**src/rtl/rf_wport_arb_pkg.sv**
```systemverilog
// Shared widths, FSM encoding and slot layout for the register-file write-port arbiter.
package rf_wport_arb_pkg;

    localparam int BUS_64   = 64;
    localparam int BUS_32   = 32;
    localparam int BUS_RIDX = 5;

    typedef enum logic {
        ARB_IDLE = 1'b0,
        ARB_HOLD = 1'b1
    } arb_state_e;

    typedef struct packed {
        logic [BUS_64-1:0]   pc;
        logic [BUS_32-1:0]   inst;
        logic [BUS_RIDX-1:0] rd;
        logic                rd_wen;
        logic [BUS_64-1:0]   wdata;
        logic                src;
    } wb_slot_t;

    // x0 is hardwired zero, so a write enable aimed at it is dropped at capture.
    function automatic wb_slot_t make_slot(
        input logic [BUS_64-1:0]   pc,
        input logic [BUS_32-1:0]   inst,
        input logic [BUS_RIDX-1:0] rd,
        input logic                rd_wen,
        input logic [BUS_64-1:0]   wdata,
        input logic                src
    );
        wb_slot_t s;
        s.pc     = pc;
        s.inst   = inst;
        s.rd     = rd;
        s.rd_wen = rd_wen & (rd != '0);
        s.wdata  = wdata;
        s.src    = src;
        return s;
    endfunction

endpackage

```
**src/rtl/rf_wport_arb_pick.sv**
```systemverilog
// Combinational two-way grant: port 0 wins unless port 1 is being forced.
module arb_pick (
    input  logic p0_req_i,
    input  logic p1_req_i,
    input  logic slot_free_i,
    input  logic force_p1_i,
    output logic grant0_o,
    output logic grant1_o
);

    always_comb begin
        grant0_o = slot_free_i & p0_req_i & ~(force_p1_i & p1_req_i);
        grant1_o = slot_free_i & p1_req_i & ~grant0_o;
    end

endmodule

```
**src/rtl/rf_wport_arb.sv**
```systemverilog
// Two-port register-file writeback arbiter with a single registered output slot.
// Optional starvation guard for port 1 enabled by defining ARB_STARVE_GUARD_EN.
module rf_wport_arb
    import rf_wport_arb_pkg::*;
#(
    parameter int MAX_WAIT = 4
) (
    input  logic                clk,
    input  logic                rst,
    input  logic                i_p0_req,
    output logic                o_p0_ack,
    input  logic [BUS_64-1:0]   i_p0_pc,
    input  logic [BUS_32-1:0]   i_p0_inst,
    input  logic [BUS_RIDX-1:0] i_p0_rd,
    input  logic                i_p0_rd_wen,
    input  logic [BUS_64-1:0]   i_p0_rd_wdata,
    input  logic                i_p1_req,
    output logic                o_p1_ack,
    input  logic [BUS_64-1:0]   i_p1_pc,
    input  logic [BUS_32-1:0]   i_p1_inst,
    input  logic [BUS_RIDX-1:0] i_p1_rd,
    input  logic                i_p1_rd_wen,
    input  logic [BUS_64-1:0]   i_p1_rd_wdata,
    output logic                o_out_req,
    input  logic                i_out_ack,
    output logic [BUS_64-1:0]   o_out_pc,
    output logic [BUS_32-1:0]   o_out_inst,
    output logic [BUS_RIDX-1:0] o_out_rd,
    output logic                o_out_rd_wen,
    output logic [BUS_64-1:0]   o_out_rd_wdata,
    output logic                o_out_src
);

    if (MAX_WAIT < 1 || MAX_WAIT > 15) begin : g_bad_max_wait
        $error("MAX_WAIT must be in 1..15");
    end

    arb_state_e state_q, state_d;
    wb_slot_t   slot_q, slot_d;
    logic       slot_free, grant0, grant1, accept, force_p1;

    // Gating with rst keeps both acks low for the whole reset window.
    assign slot_free = rst & ((state_q == ARB_IDLE) | i_out_ack);
    assign accept    = grant0 | grant1;

    arb_pick u_pick (
        .p0_req_i    (i_p0_req),
        .p1_req_i    (i_p1_req),
        .slot_free_i (slot_free),
        .force_p1_i  (force_p1),
        .grant0_o    (grant0),
        .grant1_o    (grant1)
    );

`ifdef ARB_STARVE_GUARD_EN
    localparam logic [3:0] WAIT_MAX = 4'(MAX_WAIT);
    logic [3:0] wait_q, wait_d;

    always_comb begin
        wait_d = wait_q;
        if (!i_p1_req || grant1)
            wait_d = '0;
        else if (slot_free && wait_q < WAIT_MAX)
            wait_d = wait_q + 4'd1;
    end

    assign force_p1 = (wait_q == WAIT_MAX);

    always_ff @(posedge clk) begin
        if (!rst) wait_q <= '0;
        else      wait_q <= wait_d;
    end
`else
    assign force_p1 = 1'b0;
`endif

    always_ff @(posedge clk) begin
        if (!rst) begin
            state_q <= ARB_IDLE;
            slot_q  <= '0;
        end else begin
            state_q <= state_d;
            slot_q  <= slot_d;
        end
    end

    always_comb begin
        state_d = state_q;
        case (state_q)
            ARB_IDLE: if (accept) state_d = ARB_HOLD;
            ARB_HOLD: if (i_out_ack && !accept) state_d = ARB_IDLE;
            default:  state_d = ARB_IDLE;
        endcase
    end

    // The slot is zeroed on drain so the payload outputs read 0 while idle.
    always_comb begin
        slot_d = slot_q;
        if (grant1)
            slot_d = make_slot(i_p1_pc, i_p1_inst, i_p1_rd, i_p1_rd_wen, i_p1_rd_wdata, 1'b1);
        else if (grant0)
            slot_d = make_slot(i_p0_pc, i_p0_inst, i_p0_rd, i_p0_rd_wen, i_p0_rd_wdata, 1'b0);
        else if (state_q == ARB_HOLD && i_out_ack)
            slot_d = '0;
    end

    always_comb begin
        o_p0_ack       = grant0;
        o_p1_ack       = grant1;
        o_out_req      = (state_q == ARB_HOLD);
        o_out_pc       = slot_q.pc;
        o_out_inst     = slot_q.inst;
        o_out_rd       = slot_q.rd;
        o_out_rd_wen   = slot_q.rd_wen;
        o_out_rd_wdata = slot_q.wdata;
        o_out_src      = slot_q.src;
    end

endmodule

```
**config.mk**
```make
export PLATFORM = sky130hd
export DESIGN_NAME = rf_wport_arb
export DESIGN_NICKNAME = d
export VERILOG_FILES = /design/src/rtl/rf_wport_arb_pkg.sv /design/src/rtl/rf_wport_arb_pick.sv /design/src/rtl/rf_wport_arb.sv
export SDC_FILE = /design/constraint.sdc
export NUM_CORES = 1
export LEC_CHECK = 0
export BUFFER_PORTS_ARGS = -buffer_cell sky130_fd_sc_hd__buf_2
export CAP_MARGIN = 25
export CORE_AREA = 4 4 197 199
export CTS_CLUSTER_SIZE = 30
export DETAILED_ROUTE_END_ITERATION = 10
export DIE_AREA = 0 0 201 203
export SYNTH_ARGS = -nofsm -noshare
export SYNTH_HDL_FRONTEND = slang
export SYNTH_SLANG_ARGS = --single-unit
```
**constraint.sdc**
```tcl
create_clock -name clk -period 3 [get_ports clk]
set_input_delay 0.6 -clock clk [delete_from_list [all_inputs] [get_ports clk]]
set_output_delay 0.6 -clock clk [all_outputs]
set_load 0.01 [all_outputs]
```
### Word-level counts from Yosys, hierarchy flattened

Index checks and enable logic that the tools add are counted.

| word-level totals | value |
|---|---|
| input bits | 337 |
| flip-flop bits (word level) | 168 |
| output and inout bits | 170 |

| cells by class | value |
|---|---|
| reductions and logical operators | 6 |
| bitwise logic cells | 10 |
| mux-type cells | 6 |

Operators with widths:

| kind | number |
|---|---|
| two-way mux 167 bit | 3 |
| nonzero test 5 bit | 2 |
| AND 1 bit | 6 |
| nonzero test 3 bit | 1 |
| logical AND 1 bit | 2 |
| two-way mux 1 bit | 2 |
| inverter 1 bit | 2 |
| bitwise OR 1 bit | 2 |
| one-hot mux 1 bit (2 select lines) | 1 |
| zero test 1 bit | 1 |

### Depth between registers and ports, before layout

Gate-level depths: netlist (run 1).

| logic depth | value |
|---|---|
| depth after elaboration | 11 |
| mapped depth | 7 |

### By module

A second synthesis (run 1) with hierarchy kept.

| second synthesis, totals | value |
|---|---|
| cell total of the unflattened synthesis | 592 |
| area, all modules | 6603.8 um^2 |

By module, submodules not included:

| module | cells each | area an instance (um^2) | times used |
|---|---|---|---|
| rf_wport_arb | 587 | 6582.6 | 1 |
| arb_pick | 5 | 21.3 | 1 |

### Worst setup path after synthesis (run 1)

No wires, ideal clock.

| timing path | value |
|---|---|
| path type | in2out |
| start | in i_p0_req |
| end | out o_p0_ack |
| cell stages on the path | 4 |
| path slack | 1.126 ns |
| path buffers | 2 |
| arrival | 1.274 ns |
| data required time | 2.400 ns |
| cells stage by stage | buf_2 clkbuf_1 nand2_1 nor2_1 |

| on the way | value |
|---|---|
| word-level cells in the longest chain between the ends | 1 |

Ends and longest elaborated chain:

| item | RTL line | source |
|---|---|---|
| start: declaration | rf_wport_arb.sv:10 | `input logic i_p0_req,` |
| AND 1 bit | rf_wport_arb_pick.sv:12 | `grant0_o = slot_free_i & p0_req_i & ~(force_p1_i & p1_req_i);` |
| end: declaration | rf_wport_arb.sv:11 | `output logic o_p0_ack,` |

Every way passes these cells.

### Worst setup path in the final report (run 1)

| timing path | value |
|---|---|
| start | reg state_q, in the netlist o_out_req |
| end | out o_p1_ack |

| on the way | value |
|---|---|
| word-level cells in the longest chain between the ends | 6 |
| elaborated cells on any way between the ends | 7 |

Ends and longest elaborated chain:

| item | RTL line | source |
|---|---|---|
| start: declaration | rf_wport_arb.sv:38 | `arb_state_e state_q, state_d;` |
| start signal: assignment | rf_wport_arb.sv:82 | `state_q <= state_d;` |
| inverter 1 bit * | n/a |  |
| bitwise OR 1 bit * | rf_wport_arb.sv:43 | `assign slot_free = rst & ((state_q == ARB_IDLE) \| i_out_ack);` |
| AND 1 bit * | rf_wport_arb.sv:43 |  |
| AND 1 bit | rf_wport_arb_pick.sv:12 |  |
| inverter 1 bit | rf_wport_arb_pick.sv:13 | `grant1_o = slot_free_i & p1_req_i & ~grant0_o;` |
| AND 1 bit * | rf_wport_arb_pick.sv:13 |  |
| end: declaration | rf_wport_arb.sv:18 | `output logic o_p1_ack,` |

Mark *: on every way between the ends. The rest lies on a longest branch, timed or not.

==> impl_metrics.ini, run 1 <==
[outcome]
status = finished, final reports clean

[synth]
synth_warnings = 0
synth-edff-count = 0
syn-num-nets = 1314
yosysSeqAreaShare_pct = 35.2
synthArstFlopShare_pct = 0
syn_inst = 977
yosysTopAreaCell = dfxtp_1
syn-cell-area_um2 = 9540
ys_seq_elements = 168
dominantRegCellSynth = dfxtp_1
yosysUniqueCellTypes = 27
yosys.area.top_type_share_pct = 35.2
postSynthAreaPerCell_um2 = 9.77
synth_area_leaders = dfxtp_1 35%, a211oi_2 21%, o221a_1 19%, a21oi_1 8.8%, inv_1 6.5%

[timing]
final.min_clock_period_ns = 2.26
fin_skew_ns = 0.0122
report.final.slew_viol_count = 0
fin_tns_setup_ns = 0
max_slew_margin_pct = 53.0
rsz0062_at_grt = no
fmax_mhz = 442
setup_viol = 0
period_share_pct = 75.5
tightest_slew_ns = 0.705
finalHoldViolCount = 0

[place]
place_hpwl_um = 23800
place_area_um2 = 12300
place.gp.congestion = 0.898
portBuffers = 506

[clock_network]
insertion_delay_ns = 0.43
cts.htree.levels = 4
ctsResizeCount = 0
cts_root_buf = clkbuf_16
postCtsHoldBufs = 0
clk_pin_slew_worst_paths_ns = 0.07
numClockSinks = 168
clock_path_buffers = 2
post-cts-setup-buffers = 0
cts_tree = built
cts_buffers = 17

[pwr]
p_per_area_nw_per_um2 = 513
leakagePower_nw = 5.90
max-vdd-ir-drop_mv = 0.367

[grt]
grt_pass1_vias = 9273
grt_max_degree = 110
grt_usage_pct = 15.8
grt_pass1_wl_um = 51900
grt_overflow = 0
antenna_found_initial = 4

[floorplanning]
core.rowCount = 71
initial_utilization_pct = 25.6
io_pins = 507
die-area_um2 = 40800
die_width_um = 201
coreArea_um2 = 37200
die_h_um = 203

[detailed_routing]
wl_per_cell_um = 18.3
drt_iter0_markers = 490
firstDrtPassIters = 4
viasPerCell = 4.99
ant_nets = 0
vias = 9355
drc = 0
totalWireLength_um = 34300

[setup_path]
endpoint_kind = output pin
worst-path-max-fanout = 7
critical_path_required_ns = 2.40
path_class = register to output pin
cp_num_buf_inv = 1
cp.arrival_ns = 1.66
worstPathCellList = and2b_1 -> nor3b_2 -> buf_2
crit_path_start_kind = register
slowest_stage = dfxtp_1
path_delay_family = simple AND/OR/NAND/NOR gates
max_stage_delay_ns = 0.42

[final_layout]
design_area_um2 = 12900
nFillCells = 3804
drive_gt1_share_pct = 51.4
nets = 1725
area_growth_syn_to_layout_pct = 34.9

[job]
max-cap-violations = 0

[hold_path]
hp-class = input port to register
-- metal layers --
layer  vias up  share of wire [%]  GRT usage (%)
met1      4425                 42           19.1
met2       361                 48           26.3
met3        50                7.4           4.62
li1       4513                  -              -
met4         6                2.7           6.42
met5         -              0.084              0
-- cell usage in the layout, fill, tap and decap left out, types with 3 or more instances in the layout --
| cell type | netlist | routed |
|---|---|---|
| a211oi_1 | 4 | 4 |
| a211oi_2 | 160 | 160 |
| a21oi_1 | 167 | 166 |
| buf_12 | 0 | 12 |
| buf_2 | 65 | 504 |
| buf_4 | 1 | 3 |
| bufinv_16 | 0 | 3 |
| clkbuf_16 | 0 | 17 |
| clkbuf_8 | 0 | 4 |
| dfxtp_1 | 168 | 168 |
| inv_1 | 164 | 164 |
| inv_6 | 0 | 4 |
| o21ai_0 | 3 | 3 |
| o221a_1 | 160 | 160 |
| o221a_2 | 4 | 4 |
-- tightest hold or removal path: stages --
cell      delay, ns
buf_2          0.10
o211ai_1       0.07
a21oi_1        0.07
-- worst paths after layout --
path	start	slack (ns)	end	cells past startpoint
setup / recovery	o_out_req$_SDFF_PN0_	0.74	o_p1_ack	3
hold / removal	i_p1_rd_wen	0.46	o_out_rd_wen$_SDFFE_PN0P_	3
setup reg to reg	o_out_req$_SDFF_PN0_	1.25	o_out_pc[3]$_SDFFE_PN0P_	5
hold reg to reg	o_out_inst[17]$_SDFFE_PN0P_	0.53	o_out_inst[17]$_SDFFE_PN0P_	1
-- final cells by class --
class | instances | area [um2] | share of cell area [%]
Multi-Input combinational cell | 517 | 4880 | 37.9
Sequential cell | 168 | 3360 | 26.1
Timing Repair Buffer | 520 | 2800 | 21.8
Inverter | 164 | 616 | 4.78
Tap cell | 474 | 593 | 4.61
Clock buffer | 22 | 484 | 3.76
Clock inverter | 9 | 135 | 1.05
Antenna cell | 1 | 2.50 | 0.0194
-- report_power, final --
group | internal (W) | switching [W]
logic | 0.000718 | 0.000913
registers | 0.00246 | 0.000124
clock network | 0.00141 | 0.000977
-- cell usage after synthesis (2+ instances only) --
master	number
a211oi_1	4
a211oi_2	160
a21oi_1	167
a32oi_1	2
buf_1	2
buf_2	65
buf_6	19
clkbuf_1	41
dfxtp_1	168
inv_1	164
nand2_1	2
nor2_1	2
nor2b_1	2
nor3_1	2
o21ai_0	3
o221a_1	160
o221a_2	4
-- sequential cells by signal (all words and copies together) (netlist names) --
| signal | flops |
|---|---|
| o_out_req | 1 |
| o_out_rd | 5 |
| o_out_rd_wdata | 64 |
| o_out_src | 1 |
| o_out_pc | 64 |
| o_out_rd_wen | 1 |
| o_out_inst | 32 |
-- logic make-up after synthesis --
kind of cell / synth area share, %
AO/OA/AOI/OAI: 50.0
buffers and inverters: 13.9
AND/OR/NAND/NOR: 0.892
flip-flops: 35.2
-- per-stage QoR --
stage	hold slack (ns)	utilization [%]	cells	setup slack [ns]	total power (W)
2_1_floorplan	0.541	-	977	1.13	0.00358
3_3_place_gp	0.510	32.9	1843	0.912	0.00426
3_5_place_dp	0.514	32.9	1843	0.850	0.00428
4_1_cts	0.415	34.6	1874	0.678	0.00670
5_1_grt	0.452	34.6	1875	0.635	0.00693
6_report	0.457	34.6	1875	0.735	0.00660
(Power assumes the default switching activity.)
==> run 2, diff against run 1 <==
--- a/config.mk
+++ b/config.mk
@@ -5,12 +5,13 @@
 export SDC_FILE = /design/constraint.sdc
 export NUM_CORES = 1
 export LEC_CHECK = 0
+export ABC_AREA = 1
 export BUFFER_PORTS_ARGS = -buffer_cell sky130_fd_sc_hd__buf_2
 export CAP_MARGIN = 25
-export CORE_AREA = 4 4 197 199
+export CORE_AREA = 4 4 194 196
 export CTS_CLUSTER_SIZE = 30
 export DETAILED_ROUTE_END_ITERATION = 10
-export DIE_AREA = 0 0 201 203
+export DIE_AREA = 0 0 198 200
 export SYNTH_ARGS = -nofsm -noshare
 export SYNTH_HDL_FRONTEND = slang
 export SYNTH_SLANG_ARGS = --single-unit
==> constraint.sdc (replaced) <==
create_clock -name clk -period 1.8 [get_ports clk]
set_input_delay 0.36 -clock clk [delete_from_list [all_inputs] [get_ports clk]]
set_output_delay 0.36 -clock clk [all_outputs]
set_load 0.01 [all_outputs]
==> run 2 against run 1 <==
  * Die area decreased by 2.9%
  * Register-to-register slack got worse by 1.2 ns
  * Core utilization increased by 2.0 points
  * Synthesized area is 2.9% lower
==> impl_metrics.ini, run 2 <==
[synth]
yosys.area_share.simple_pct = 41.6
syn_inst = 1464
dominantRegCellSynth = dfxtp_1
synth_area_leaders = dfxtp_1 36%, nand2_1 14%, nor2_1 14%, nand3b_1 14%, inv_1 6.8%
yosys.area.top_type_share_pct = 36.3
synthArstFlopShare_pct = 0
synth-compound-area-share_pct = 9.21
synthAdderAreaFrac_pct = 0
synth_common_cells = 338 x nand2_1, 335 x nor2_1, 168 x dfxtp_1, 168 x inv_1, 167 x nand3b_1
syn-cell-area_um2 = 9260
postSynthAreaPerCell_um2 = 6.33
yosysUniqueCellTypes = 20
synth_warnings = 0
yosysTopAreaCell = dfxtp_1
synth-xor-area-share_pct = 0
yosysMostFrequentCell = nand2_1
synth_top_family_by_area = simple AND/OR/NAND/NOR gates
muxShareOfSynthArea_pct = 0
ys_seq_elements = 168
yosysSeqAreaShare_pct = 36.3
synth-edff-count = 0
syn-num-nets = 1801

[outcome]
status = finished, final reports clean

[setup_path]
endpoint_kind = output pin
cp.arrival_ns = 1.36
path_class = register to output pin
critical_path_required_ns = 1.44
crit_path_start_kind = register
worstPathCellList = nand2_4 -> nand2_2 -> nor2_4 -> buf_12 -> buf_2
slowest_stage = dfxtp_4
max_stage_delay_ns = 0.37
worst-path-max-fanout = 6

[timing]
finalHoldViolCount = 0
rsz0062_at_grt = no
fmax_mhz = 581
fin_tns_setup_ns = 0
fin_skew_ns = 0.00621
period_share_pct = 95.7
tightest_slew_ns = 0.881
setup_viol = 0
final.min_clock_period_ns = 1.72
max_slew_margin_pct = 41.3
report.final.slew_viol_count = 0
holdWs_ns = 0.203

[final_layout]
design_area_um2 = 13200
drive_gt1_share_pct = 31.0
utilization_pct = 36.6
final_cell_mix = 505 x buf_2, 336 x nand2_1, 335 x nor2_1, 168 x inv_1
layout_commonest_cell = buf_2
nets = 2275
area_growth_syn_to_layout_pct = 42.4

[grt]
grt_pass1_vias = 10177
grt_pass1_wl_um = 53100
grt_overflow = 0
grt_usage_pct = 16.7
grt_max_degree = 89
antenna_found_initial = 3

[clock_network]
insertion_delay_ns = 0.44
clock_path_buffers = 2
cts.htree.levels = 4
cts_root_buf = clkbuf_16
postCtsHoldBufs = 0
numClockSinks = 168
cts_buffers = 17
cts_tree = built
clk_pin_slew_worst_paths_ns = 0.06

[detailed_routing]
firstDrtPassIters = 5
vias = 10666
wl_per_cell_um = 14.7
drc = 0
ant_nets = 0
drt_iter0_markers = 553
totalWireLength_um = 35700
viasPerCell = 4.41

[floorplanning]
coreArea_um2 = 36100
io_pins = 507
die_h_um = 200
die-area_um2 = 39600
die_width_um = 198
core.rowCount = 70
initial_utilization_pct = 25.7

[hold_path]
hp-class = input port to register

[pwr]
fin_total_pwr_w = 0.0106
max-vdd-ir-drop_mv = 0.650
leakagePower_nw = 7.21
p_per_area_nw_per_um2 = 804

[job]
max-cap-violations = 0

[place]
place_area_um2 = 12400
place.gp.congestion = 0.848
portBuffers = 506
place_hpwl_um = 25900
## run 2: kinds of logic after synthesis
group / after synthesis
buffers and inverters: 279
DFF: 168
AOI/OAI and AO/OA: 169
and+or+nand+nor: 848
## run 2: path summary, 6_finish.rpt
check,start,endpoint,slack [ns],cells after the start
max,o_out_req$_SDFF_PN0_,o_p0_ack,0.08,5
min,rst,o_out_pc[48]$_SDFFE_PN0P_,0.20,3
max reg2reg,o_out_req$_SDFF_PN0_,o_out_inst[9]$_SDFFE_PN0P_,0.09,10
min reg2reg,o_out_src$_SDFFE_PN0P_,o_out_src$_SDFFE_PN0P_,0.48,2
## run 2: per-stage QoR
stage                     setup slack, ns  std cells
final                              0.0778       2420
after global placement             0.0358       2377
after global routing             0.000891       2420
after CTS                          0.0216       2413
after floorplan                     0.469       1464
after detailed placement          -0.0149       2377
## run 2: per-layer routing
metal | global-route usage (%) | share of wire, % | vias up
met3 | 4.68 | 7.5 | 33
met2 | 28.8 | 49 | 374
met4 | 4.90 | 1.7 | 0
met5 | 0 | 0 | -
li1 | - | - | 5444
met1 | 20.3 | 42 | 4815
## run 2: area by class of cell
class / count / area [um2]
Sequential cell: 168 / 3370
Fill cell: 3877 / 22900
Antenna cell: 2 / 5.00
Inverter: 170 / 638
Multi-Input combinational cell: 1017 / 4730
Clock inverter: 9 / 90.1
Timing Repair Buffer: 564 / 3300
Clock buffer: 22 / 484
Tap cell: 468 / 586
## run 2: where the power goes
group / internal (W) / switching, W
sequential: 0.00405 / 0.000158
clock: 0.00205 / 0.00159
combinational: 0.00125 / 0.00151
## run 2: worst max-delay path: cells and delay by family, from the launching register on
family / cells / cell delay, ns
flip-flops: 1 / 0.37
buffers and inverters: 2 / 0.23
AND/OR/NAND/NOR: 3 / 0.34
## run 2: repair_timing
action / 4_1_cts / 5_1_grt
setup buffers: 3 / 3
setup endpoints to repair: 2 / 24
pin swaps: 1 / 0
cloned: 2 / 2
gates resized for setup: 1 / 4
==> run 3, diff against run 2 <==
--- a/config.mk
+++ b/config.mk
@@ -5,13 +5,13 @@
 export SDC_FILE = /design/constraint.sdc
 export NUM_CORES = 1
 export LEC_CHECK = 0
-export ABC_AREA = 1
 export BUFFER_PORTS_ARGS = -buffer_cell sky130_fd_sc_hd__buf_2
 export CAP_MARGIN = 25
-export CORE_AREA = 4 4 194 196
+export CORE_AREA = 4 4 197 199
 export CTS_CLUSTER_SIZE = 30
 export DETAILED_ROUTE_END_ITERATION = 10
-export DIE_AREA = 0 0 198 200
+export DIE_AREA = 0 0 201 203
+export PLACE_DENSITY_LB_ADDON = 0.1
 export SYNTH_ARGS = -nofsm -noshare
 export SYNTH_HDL_FRONTEND = slang
 export SYNTH_SLANG_ARGS = --single-unit
==> run 3 against run 2 <==
  * Sequential share of layout area shrank 0.57 points
  * Count of clock-buffer cells in the layout grew 2
  * Sequential power grew 2%
  * Global-route usage grew 1.5 points
  * Non-clock buffer count grew 20
==> impl_metrics.ini, run 3 (synthesis gave the netlist of run 1 again) <==
[outcome]
status = finished, final reports clean

[grt]
grt_pass1_vias = 9650
antenna_found_initial = 7
grt_pass1_wl_um = 58300
grt_overflow = 0
grt_usage_pct = 18.1
grt_max_degree = 95

[detailed_routing]
drc = 0
viasPerCell = 4.88
vias = 9470
ant_nets = 0
wl_per_cell_um = 20.1
totalWireLength_um = 38900
firstDrtPassIters = 4
drt_iter0_markers = 342

[final_layout]
design_area_um2 = 13500
area_growth_syn_to_layout_pct = 41.4
nets = 1789
instances_no_fill = 1941
final_cell_mix = 502 x buf_2, 167 x dfxtp_1, 166 x a21oi_1, 164 x inv_1
drive_gt1_share_pct = 53.5
layout_commonest_cell = buf_2

[floorplanning]
die-area_um2 = 40800
die_width_um = 201
coreArea_um2 = 37200
initial_utilization_pct = 25.6
die_h_um = 203
core.rowCount = 71
io_pins = 507

[clock_network]
cts.htree.levels = 4
cts_buffers = 17
insertion_delay_ns = 0.44
clock_path_buffers = 2
clk_pin_slew_worst_paths_ns = 0.06
cts_root_buf = clkbuf_16
numClockSinks = 168
postCtsHoldBufs = 0
cts_tree = built

[setup_path]
critical_path_required_ns = 1.44
endpoint_kind = output pin
worst-path-max-fanout = 3
max_stage_delay_ns = 0.36
cp.arrival_ns = 1.41
crit_path_start_kind = register
rr_worst_depth = 7
path_class = register to output pin
slowest_stage = dfxtp_4
worstPathCellList = and2b_2 -> nor3b_2 -> buf_4 -> buf_6

[pwr]
max-vdd-ir-drop_mv = 0.510
p_per_area_nw_per_um2 = 799
fin_total_pwr_w = 0.0108
leakagePower_nw = 6.24

[timing]
max_slew_margin_pct = 64.8
tightest_slew_ns = 0.528
fmax_mhz = 566
period_share_pct = 98.1
fin_ws_ns = 0.0345
finalHoldViolCount = 0
rsz0062_at_grt = yes
report.final.slew_viol_count = 0
final.min_clock_period_ns = 1.77
setup_viol = 0
fin_skew_ns = 0.00882
holdWs_ns = 0.188

[place]
portBuffers = 506
place_hpwl_um = 29300
post-place-ws_ns = -0.0525
place_area_um2 = 12900
dp.cells = 1902
place.gp.congestion = 0.804

[hold_path]
hp-class = input port to register
whs_path_depth = 2

[job]
max-cap-violations = 0
-- run 3: cell types whose count changed in the layout (fill, tap and decap cells not counted), moves of 11 or more --
cell | before | now
o21ai_1 | 106 | 0
o221a_1 | 0 | 160
a21oi_1 | 2 | 166
o21ai_0 | 60 | 3
nor2_1 | 335 | 1
a211oi_2 | 0 | 160
nand2_1 | 336 | 2
buf_4 | 35 | 51
nand3b_1 | 167 | 0
buf_12 | 17 | 28
-- run 3: final cells by class --
class,count,area [um2]
diodes,3,7.51
clock buffers,24,492
clock inverters,7,45.0
well taps,474,593
repair buffers,584,3490
flip-flops and latches,168,3370
multi-input cells,517,4880
inverters,164,616
fillers,3914,23700
-- run 3: power by group --
group,total (W),switching (W),internal [W]
Sequential,0.00431,0.000205,0.00411
Combinational,0.00300,0.00161,0.00138
Clock,0.00347,0.00157,0.00190
Total,0.0108,0.00339,0.00739
-- run 3: path summary, 6_finish.rpt --
kind / from / endpoint / slack (ns)
hold / removal: rst / o_out_req$_SDFF_PN0_ / 0.19
setup reg to reg: o_out_req$_SDFF_PN0_ / o_out_rd_wdata[45]$_SDFFE_PN0P_ / 0.10
hold reg to reg: o_out_rd_wdata[4]$_SDFFE_PN0P_ / o_out_rd_wdata[4]$_SDFFE_PN0P_ / 0.52
setup / recovery: o_out_req$_SDFF_PN0_ / o_p1_ack / 0.03
-- run 3: per-layer routing --
layer  global-route usage, %  up-vias  share of wire (%)
li1                        -     4641                  -
met1                    22.6     4467                 43
met2                    30.4      314                 48
met3                    5.78       40                6.9
met4                    4.84        8                1.7
met5                       0        -               0.13
-- run 3: repair_timing --
action	4_1_cts	5_1_grt
endpoints found under the setup margin	2	2
resized for setup	4	1
buffers inserted	3	2
-- run 3: metrics by stage --
step                utilization, %  setup TNS, ns
detailed placement            34.6        -0.0525
global placement              34.6        -0.0238
CTS                           36.2       -0.00296
global route                  36.2        -0.0374
floorplan                        -              0
finish                        36.3              0
-- run 3: critical path, delay by kind of cell (launching register included) --
family | cells | cell delay [ns]
AND/OR/NAND/NOR | 2 | 0.37
flip-flops | 1 | 0.36
buffers and inverters | 2 | 0.26
